`src/rtl/alu_ctrl_pkg.sv`:
```
// alu_req_arbiter shared definitions.
// State encoding, unit-class constants, default widths.
package alu_ctrl_pkg;

  localparam int DATA_W_DEF   = 16;
  localparam int FUN_W_DEF    = 4;
  localparam int WAIT_MAX_DEF = 8;
  localparam int CNT_W        = 8;

  localparam logic [1:0] S_IDLE     = 2'd0;
  localparam logic [1:0] S_ISSUE    = 2'd1;
  localparam logic [1:0] S_WAIT_RES = 2'd2;
  localparam logic [1:0] S_RESP     = 2'd3;

  localparam logic [1:0] ARITH = 2'b00;
  localparam logic [1:0] LOGIC = 2'b01;
  localparam logic [1:0] CMP   = 2'b10;
  localparam logic [1:0] SHIFT = 2'b11;

  function automatic logic [1:0] fun_class(
    input logic [FUN_W_DEF-1:0] fun
  );
    return fun[FUN_W_DEF-1 -: 2];
  endfunction

endpackage

```
`src/rtl/alu_req_arbiter_if.sv`:
```
// alu_req_arbiter bus bundle.
// Request, ALU and response channels in one interface.
interface alu_req_arbiter_if
  import alu_ctrl_pkg::*;
#(
  parameter int DATA_W = DATA_W_DEF,
  parameter int FUN_W  = FUN_W_DEF
);

  logic              REQ0_VALID;
  logic              REQ0_READY;
  logic [FUN_W-1:0]  REQ0_FUN;
  logic [DATA_W-1:0] REQ0_A;
  logic [DATA_W-1:0] REQ0_B;

  logic              REQ1_VALID;
  logic              REQ1_READY;
  logic [FUN_W-1:0]  REQ1_FUN;
  logic [DATA_W-1:0] REQ1_A;
  logic [DATA_W-1:0] REQ1_B;

  logic              ALU_EN;
  logic [FUN_W-1:0]  ALU_FUN;
  logic [DATA_W-1:0] ALU_A;
  logic [DATA_W-1:0] ALU_B;
  logic [DATA_W-1:0] ALU_OUT;
  logic              ALU_OUT_VALID;

  logic              RSP_VALID;
  logic              RSP_READY;
  logic              RSP_ID;
  logic [DATA_W-1:0] RSP_DATA;
  logic              RSP_ERR;

  modport master (
    input  REQ0_VALID, REQ0_FUN, REQ0_A, REQ0_B,
    input  REQ1_VALID, REQ1_FUN, REQ1_A, REQ1_B,
    input  ALU_OUT, ALU_OUT_VALID, RSP_READY,
    output REQ0_READY, REQ1_READY,
    output ALU_EN, ALU_FUN, ALU_A, ALU_B,
    output RSP_VALID, RSP_ID, RSP_DATA, RSP_ERR
  );

  modport slave (
    output REQ0_VALID, REQ0_FUN, REQ0_A, REQ0_B,
    output REQ1_VALID, REQ1_FUN, REQ1_A, REQ1_B,
    output ALU_OUT, ALU_OUT_VALID, RSP_READY,
    input  REQ0_READY, REQ1_READY,
    input  ALU_EN, ALU_FUN, ALU_A, ALU_B,
    input  RSP_VALID, RSP_ID, RSP_DATA, RSP_ERR
  );

endinterface

```
`src/rtl/rr_arb2.sv`:
```
// Two-way round-robin arbiter.
// Combinational one-hot grant, registered priority pointer.
module rr_arb2 (
  input  logic       clk_i,
  input  logic       rst_i,
  input  logic [1:0] req_i,
  input  logic       adv_i,
  output logic [1:0] gnt_o,
  output logic       ptr_o
);

  logic ptr_q;
  logic ptr_d;

  // Grant the lone requester, or the pointer's pick on contention.
  always_comb begin
    gnt_o = 2'b00;
    unique case (1'b1)
      (req_i == 2'b11): gnt_o = ptr_q ? 2'b10 : 2'b01;
      (req_i == 2'b01): gnt_o = 2'b01;
      (req_i == 2'b10): gnt_o = 2'b10;
      default:          gnt_o = 2'b00;
    endcase
  end

  // On an accepted grant, priority passes to the other requester.
  always_comb begin
    ptr_d = ptr_q;
    if (adv_i) begin
      ptr_d = gnt_o[0];
    end
  end

  // Pointer register; reset gives requester 0 first priority.
  always_ff @(posedge clk_i) begin
    if (rst_i) begin
      ptr_q <= 1'b0;
    end else begin
      ptr_q <= ptr_d;
    end
  end

  assign ptr_o = ptr_q;

endmodule

```
`src/rtl/alu_req_arbiter.sv`:
```
// Shares one ALU between two requesters.
// Round-robin accept, issue, wait with timeout, respond.
module alu_req_arbiter
  import alu_ctrl_pkg::*;
#(
  parameter int DATA_W   = DATA_W_DEF,
  parameter int FUN_W    = FUN_W_DEF,
  parameter int WAIT_MAX = WAIT_MAX_DEF
) (
  input logic CLK,
  input logic RST,
  alu_req_arbiter_if.master bus
);

  localparam logic [CNT_W-1:0] CNT_LAST =
    CNT_W'(WAIT_MAX - 1);

  logic [1:0]        state_q, state_d;
  logic [FUN_W-1:0]  fun_q, fun_d;
  logic [DATA_W-1:0] a_q, a_d;
  logic [DATA_W-1:0] b_q, b_d;
  logic              id_q, id_d;
  logic [CNT_W-1:0]  cnt_q, cnt_d;
  logic [DATA_W-1:0] rdata_q, rdata_d;
  logic              rerr_q, rerr_d;

  logic       idle;
  logic [1:0] req;
  logic [1:0] gnt;
  logic       ptr;
  logic       win;
  logic       adv;

  assign idle = (state_q == S_IDLE);
  assign req  = {bus.REQ1_VALID, bus.REQ0_VALID}
              & {2{idle}};
  assign adv  = |gnt;
  assign win  = (req == 2'b11) ? ptr : gnt[1];

  rr_arb2 u_arb (
    .clk_i (CLK),
    .rst_i (RST),
    .req_i (req),
    .adv_i (adv),
    .gnt_o (gnt),
    .ptr_o (ptr)
  );

  // Next-state and capture logic for the single in-flight op.
  always_comb begin
    state_d = state_q;
    fun_d   = fun_q;
    a_d     = a_q;
    b_d     = b_q;
    id_d    = id_q;
    cnt_d   = cnt_q;
    rdata_d = rdata_q;
    rerr_d  = rerr_q;
    unique case (state_q)
      S_IDLE: begin
        if (adv) begin
          fun_d   = win ? bus.REQ1_FUN : bus.REQ0_FUN;
          a_d     = win ? bus.REQ1_A   : bus.REQ0_A;
          b_d     = win ? bus.REQ1_B   : bus.REQ0_B;
          id_d    = win;
          state_d = S_ISSUE;
        end
      end
      S_ISSUE: begin
        cnt_d   = '0;
        state_d = S_WAIT_RES;
      end
      S_WAIT_RES: begin
        cnt_d = cnt_q + 1'b1;
        if (bus.ALU_OUT_VALID) begin
          rdata_d = bus.ALU_OUT;
          rerr_d  = 1'b0;
          state_d = S_RESP;
        end else if (cnt_q == CNT_LAST) begin
          rdata_d = '0;
          rerr_d  = 1'b1;
          state_d = S_RESP;
        end
      end
      S_RESP: begin
        if (bus.RSP_READY) begin
          state_d = S_IDLE;
        end
      end
      default: state_d = S_IDLE;
    endcase
  end

  // State and capture registers; reset aborts any op.
  always_ff @(posedge CLK) begin
    if (RST) begin
      state_q <= S_IDLE;
      fun_q   <= '0;
      a_q     <= '0;
      b_q     <= '0;
      id_q    <= 1'b0;
      cnt_q   <= '0;
      rdata_q <= '0;
      rerr_q  <= 1'b0;
    end else begin
      state_q <= state_d;
      fun_q   <= fun_d;
      a_q     <= a_d;
      b_q     <= b_d;
      id_q    <= id_d;
      cnt_q   <= cnt_d;
      rdata_q <= rdata_d;
      rerr_q  <= rerr_d;
    end
  end

  assign bus.REQ0_READY = gnt[0];
  assign bus.REQ1_READY = gnt[1];
  assign bus.ALU_EN     = (state_q == S_ISSUE);
  assign bus.ALU_FUN    = fun_q;
  assign bus.ALU_A      = a_q;
  assign bus.ALU_B      = b_q;
  assign bus.RSP_VALID  = (state_q == S_RESP);
  assign bus.RSP_ID     = id_q;
  assign bus.RSP_DATA   = rdata_q;
  assign bus.RSP_ERR    = rerr_q;

endmodule

```
`src/flat_wrapper.sv`:
```
// flat-port wrapper written by rule: the top's interface ports become plain ports
module alu_req_arbiter_flat import alu_ctrl_pkg::*;
#(
  parameter int DATA_W   = DATA_W_DEF,
  parameter int FUN_W    = FUN_W_DEF,
  parameter int WAIT_MAX = WAIT_MAX_DEF
)
  (CLK, RST, bus_REQ0_VALID, bus_REQ0_FUN, bus_REQ0_A, bus_REQ0_B, bus_REQ1_VALID, bus_REQ1_FUN, bus_REQ1_A, bus_REQ1_B, bus_ALU_OUT, bus_ALU_OUT_VALID, bus_RSP_READY, bus_REQ0_READY, bus_REQ1_READY, bus_ALU_EN, bus_ALU_FUN, bus_ALU_A, bus_ALU_B, bus_RSP_VALID, bus_RSP_ID, bus_RSP_DATA, bus_RSP_ERR);
  alu_req_arbiter_if #(.DATA_W(DATA_W), .FUN_W(FUN_W)) bus_i ();
  input logic CLK;
  input logic RST;
  input wire logic [$bits(bus_i.REQ0_VALID)-1:0] bus_REQ0_VALID;
  input wire logic [$bits(bus_i.REQ0_FUN)-1:0] bus_REQ0_FUN;
  input wire logic [$bits(bus_i.REQ0_A)-1:0] bus_REQ0_A;
  input wire logic [$bits(bus_i.REQ0_B)-1:0] bus_REQ0_B;
  input wire logic [$bits(bus_i.REQ1_VALID)-1:0] bus_REQ1_VALID;
  input wire logic [$bits(bus_i.REQ1_FUN)-1:0] bus_REQ1_FUN;
  input wire logic [$bits(bus_i.REQ1_A)-1:0] bus_REQ1_A;
  input wire logic [$bits(bus_i.REQ1_B)-1:0] bus_REQ1_B;
  input wire logic [$bits(bus_i.ALU_OUT)-1:0] bus_ALU_OUT;
  input wire logic [$bits(bus_i.ALU_OUT_VALID)-1:0] bus_ALU_OUT_VALID;
  input wire logic [$bits(bus_i.RSP_READY)-1:0] bus_RSP_READY;
  output wire logic [$bits(bus_i.REQ0_READY)-1:0] bus_REQ0_READY;
  output wire logic [$bits(bus_i.REQ1_READY)-1:0] bus_REQ1_READY;
  output wire logic [$bits(bus_i.ALU_EN)-1:0] bus_ALU_EN;
  output wire logic [$bits(bus_i.ALU_FUN)-1:0] bus_ALU_FUN;
  output wire logic [$bits(bus_i.ALU_A)-1:0] bus_ALU_A;
  output wire logic [$bits(bus_i.ALU_B)-1:0] bus_ALU_B;
  output wire logic [$bits(bus_i.RSP_VALID)-1:0] bus_RSP_VALID;
  output wire logic [$bits(bus_i.RSP_ID)-1:0] bus_RSP_ID;
  output wire logic [$bits(bus_i.RSP_DATA)-1:0] bus_RSP_DATA;
  output wire logic [$bits(bus_i.RSP_ERR)-1:0] bus_RSP_ERR;
  assign bus_i.REQ0_VALID = bus_REQ0_VALID;
  assign bus_i.REQ0_FUN = bus_REQ0_FUN;
  assign bus_i.REQ0_A = bus_REQ0_A;
  assign bus_i.REQ0_B = bus_REQ0_B;
  assign bus_i.REQ1_VALID = bus_REQ1_VALID;
  assign bus_i.REQ1_FUN = bus_REQ1_FUN;
  assign bus_i.REQ1_A = bus_REQ1_A;
  assign bus_i.REQ1_B = bus_REQ1_B;
  assign bus_i.ALU_OUT = bus_ALU_OUT;
  assign bus_i.ALU_OUT_VALID = bus_ALU_OUT_VALID;
  assign bus_i.RSP_READY = bus_RSP_READY;
  assign bus_REQ0_READY = bus_i.REQ0_READY;
  assign bus_REQ1_READY = bus_i.REQ1_READY;
  assign bus_ALU_EN = bus_i.ALU_EN;
  assign bus_ALU_FUN = bus_i.ALU_FUN;
  assign bus_ALU_A = bus_i.ALU_A;
  assign bus_ALU_B = bus_i.ALU_B;
  assign bus_RSP_VALID = bus_i.RSP_VALID;
  assign bus_RSP_ID = bus_i.RSP_ID;
  assign bus_RSP_DATA = bus_i.RSP_DATA;
  assign bus_RSP_ERR = bus_i.RSP_ERR;
  alu_req_arbiter #(.DATA_W(DATA_W), .FUN_W(FUN_W), .WAIT_MAX(WAIT_MAX)) u_core (.CLK(CLK), .RST(RST), .bus(bus_i));
endmodule
```
`config.mk`:
```
export PLATFORM = sky130hd
export DESIGN_NAME = alu_req_arbiter_flat
export DESIGN_NICKNAME = d
export VERILOG_FILES = /design/src/rtl/alu_ctrl_pkg.sv /design/src/rtl/alu_req_arbiter_if.sv /design/src/rtl/rr_arb2.sv /design/src/rtl/alu_req_arbiter.sv /design/src/flat_wrapper.sv
export SDC_FILE = /design/constraint.sdc
export NUM_CORES = 1
export LEC_CHECK = 0
export ABC_AREA = 1
export CORE_UTILIZATION = 36
export DETAILED_ROUTE_END_ITERATION = 16
export PLACE_DENSITY_LB_ADDON = 0.05
export SLEW_MARGIN = 5
export SYNTH_ARGS = -nofsm -noshare
export SYNTH_HDL_FRONTEND = slang
export SYNTH_SLANG_ARGS = --single-unit
```
`constraint.sdc`:
```
create_clock -name CLK -period 1.7 [get_ports CLK]
set_clock_uncertainty 0.1 [all_clocks]
set_input_delay 0.255 -clock CLK [delete_from_list [all_inputs] [get_ports CLK]]
set_output_delay 0.255 -clock CLK [all_outputs]
set_load 0.01 [all_outputs]
```
==> flow_summary.ini, run 1 <==
[logic_synthesis]
ys_seq_area_frac = 0.425
ys_top_cells_by_area = dfxtp_1 43%, nand2_1 15%, nand3_1 13%
syn-mean-instance-area_um2 = 7.04
ys_ff_latch = 65
synth_top_area_cell = dfxtp_1
yosys.area_share.xor_xnor = 0
synth_top_family_by_area = simple AND/OR/NAND/NOR gates
synth-simple-area-share = 0.379
syn_nets = 534
synth_mux_area_frac = 0
syn_inst = 435
synthAdderAreaFrac = 0.0204
synth-compound-area-share = 0.0626
syn_area_mm2 = 0.00306
ys_types = 19
yosys_warnings = 0
yosys.area.top_type_share = 0.425

[pwr]
p_total_mw = 7.21
power_frac_comb = 0.526
clkPwrFrac = 0.179
sequentialPowerShare = 0.295
p_leak_nw = 2.27
intPower_mw = 4.69
power.density_mw_per_mm2 = 1460
p_sw_mw = 2.52
peakVddDrop_uv = 747
switching_share = 0.349

[critical_path]
critPathSlowestCell = dfxtp_2
critPathTopFamily = flip-flops
crit_path_max_fanout = 4
cp-end-kind = primary output
crit_path_cell_trace = inv_2, ha_4, nand2_2, o21bai_4, inv_2, buf_6
cpPeakStageDelay_ns = 0.32
cp_num_buf_inv = 3
path_class = flip-flop to primary output
worstPathArrival_ns = 1.33
path_common_cell = inv_2
crit_path_start_kind = flip-flop
crit_required_ns = 1.34

[layout]
final_cell_mix = 147 x clkdlybuf4s50_1, 123 x nand2_1, 79 x nand3_1
fin_util = 0.603
multiInputGateArea_mm2 = 0.00143
num_antenna_cells = 0
syn2layout_area_growth_pct = 61.9
layout_commonest_cell = clkdlybuf4s50_1
nFillCells = 767
regArea_mm2 = 0.00130
drive_above_1_share = 0.142
nets = 693
stdcell_area_mm2 = 0.00495

[detailed_routing]
vias = 3122
drt_first_pass_iters = 4
ant_nets = 0
via_per_inst = 4.44
drt_iter0_drc = 86
wl_um = 8290
route.detailed.drc = 0
wl_per_cell_um = 11.8

[hold_path]
hp-class = flip-flop to flip-flop

[outcome]
status = completed

[cts]
clk_latency_ns = 0.33
cts_htree_levels = 3
clkSlewWorstSetupHoldPaths_ns = 0.07
clockBufferDepth = 2
clock_sinks = 65
holdBufCountCts = 0
cts_buffers = 9
cts_tree = built
cts_root_buf = clkbuf_8
post_cts_buffers = 0

[global_routing]
first_global_vias = 2922
grt-ovfl-total = 0
grt_use_total = 0.190
grt_max_degree = 38
antenna_found_initial = 0
grt_first_pass_wirelength_um = 13200

[timing]
slew_headroom = 0.806
rsz0062_at_grt = true
fin_crit_ns = 1.68
setup_viol = 0
slew_viol_final = 0
fmax_ghz = 0.594
worstMarginPinSlew_ns = 0.291
hold_viol_final = 0
timing.final.crit_share = 0.990

[floorplan]
rows = 33
core_mm2 = 0.00822
start_util = 0.372
die-area_mm2 = 0.00887
die_y_um = 94.2
io_pins = 152
die_w_um = 94.2

[placement]
dp_hpwl_um = 5860
dpl_cell_area_mm2 = 0.00473
place_congestion = 0.762
port_buffers = 151

[job]
max_cap_viol_count = 0
==> synth_stat cells <==
master	number
ha_1	5
nor3_1	3
inv_2	1
o21ai_0	3
o21bai_1	1
a21oi_1	30
buf_6	7
or2_2	36
buf_2	8
nor2_1	10
dfxtp_1	65
nand2_1	123
clkbuf_1	8
nand2_2	3
o21bai_4	1
buf_1	1
nand3_1	79
inv_1	50
nor3b_1	1
==> power groups by stage <==
stage	logic (mW)	clock network, mW	registers [mW]
floorplan	1.97	0	2.33
global placement	3.71	0	2.14
detailed placement	3.75	0	2.15
CTS	3.80	1.33	2.12
global route	4.20	1.40	2.18
finish	3.80	1.29	2.13
==> path summary, 6_finish.rpt <==
path,startpoint,endpoint,slack (ns),cells after the start
worst max-delay path,u_core.state_q[1]$_SDFFE_PP0P_,bus_REQ1_READY,0.02,6
worst min-delay path,u_core.bus.RSP_ERR$_SDFFE_PP0P_,u_core.bus.RSP_ERR$_SDFFE_PP0P_,0.35,2
worst max register to register,u_core.state_q[1]$_SDFFE_PP0P_,u_core.bus.ALU_B[7]$_SDFFE_PP0P_,0.04,9
worst min register to register,u_core.bus.RSP_ERR$_SDFFE_PP0P_,u_core.bus.RSP_ERR$_SDFFE_PP0P_,0.35,2
==> repair_timing <==
item / CTS / global route
setup endpoints to repair: 40 / 43
resized for setup: 12 / 11
pin swaps: 0 / 1
==> flip-flops by register name, indices dropped and copies added, names as in the netlist <==
register	flops
u_core.bus.ALU_A	16
u_core.bus.ALU_B	16
u_core.bus.ALU_FUN	4
u_core.bus.RSP_DATA	16
u_core.bus.RSP_ERR	1
u_core.bus.RSP_ID	1
u_core.cnt_q	8
u_core.state_q	2
u_core.u_arb.ptr_o	1
==> cells by family after synthesis <==
kind of cell,Yosys count
AO/OA/AOI/OAI,35
buffers and inverters,75
flip-flops,65
AND/OR/NAND/NOR,255
adder cells (fa/ha/maj),5
==> area by class of cell <==
type / instances / area share
Multi-Input combinational cell: 295 / 0.289
Clock inverter: 3 / 0.00808
Tap cell: 105 / 0.0265
Timing Repair Buffer: 172 / 0.343
Clock buffer: 12 / 0.0313
Sequential cell: 65 / 0.263
Inverter: 51 / 0.0386
==> worst min-delay path, stage by stage (launching register included) <==
cell and delay (ns):
dfxtp_1 0.31, inv_1 0.05, a21oi_1 0.05
==> metal layers <==
metal / global-route usage / vias up / wire [um]
li1: - / 1676 / -
met1: 0.227 / 1341 / 3730
met2: 0.318 / 99 / 3780
met3: 0.0688 / 6 / 713
met4: 0.0538 / 0 / 72
met5: 0 / - / 0
==> stage by stage <==
stage | TNS (ns) | setup slack, ns | hold slack, ns | std cells
2_1_floorplan | 0 | 0.0359 | 0.303 | 435
3_3_place_gp | -7.83 | -0.307 | 0.334 | 688
3_5_place_dp | -8.42 | -0.301 | 0.343 | 688
4_1_cts | -0.678 | -0.127 | 0.356 | 703
5_1_grt | -0.994 | -0.0584 | 0.382 | 703
6_report | 0 | 0.0164 | 0.351 | 703
(Power assumes the default switching activity.)
==> run 2, diff against run 1 <==
- CTS_CLUSTER_DIAMETER: default -> 200
==> results of run 2 <==
Same layout as run 1: the final DEF is identical, and so are final timing and power.
==> run 3, diff against run 2 <==
- HOLD_SLACK_MARGIN: default -> 0.02
- SLEW_MARGIN: 5 -> 20
==> results of run 3 <==
Same layout as run 1: the final DEF is identical, and so are final timing and power.
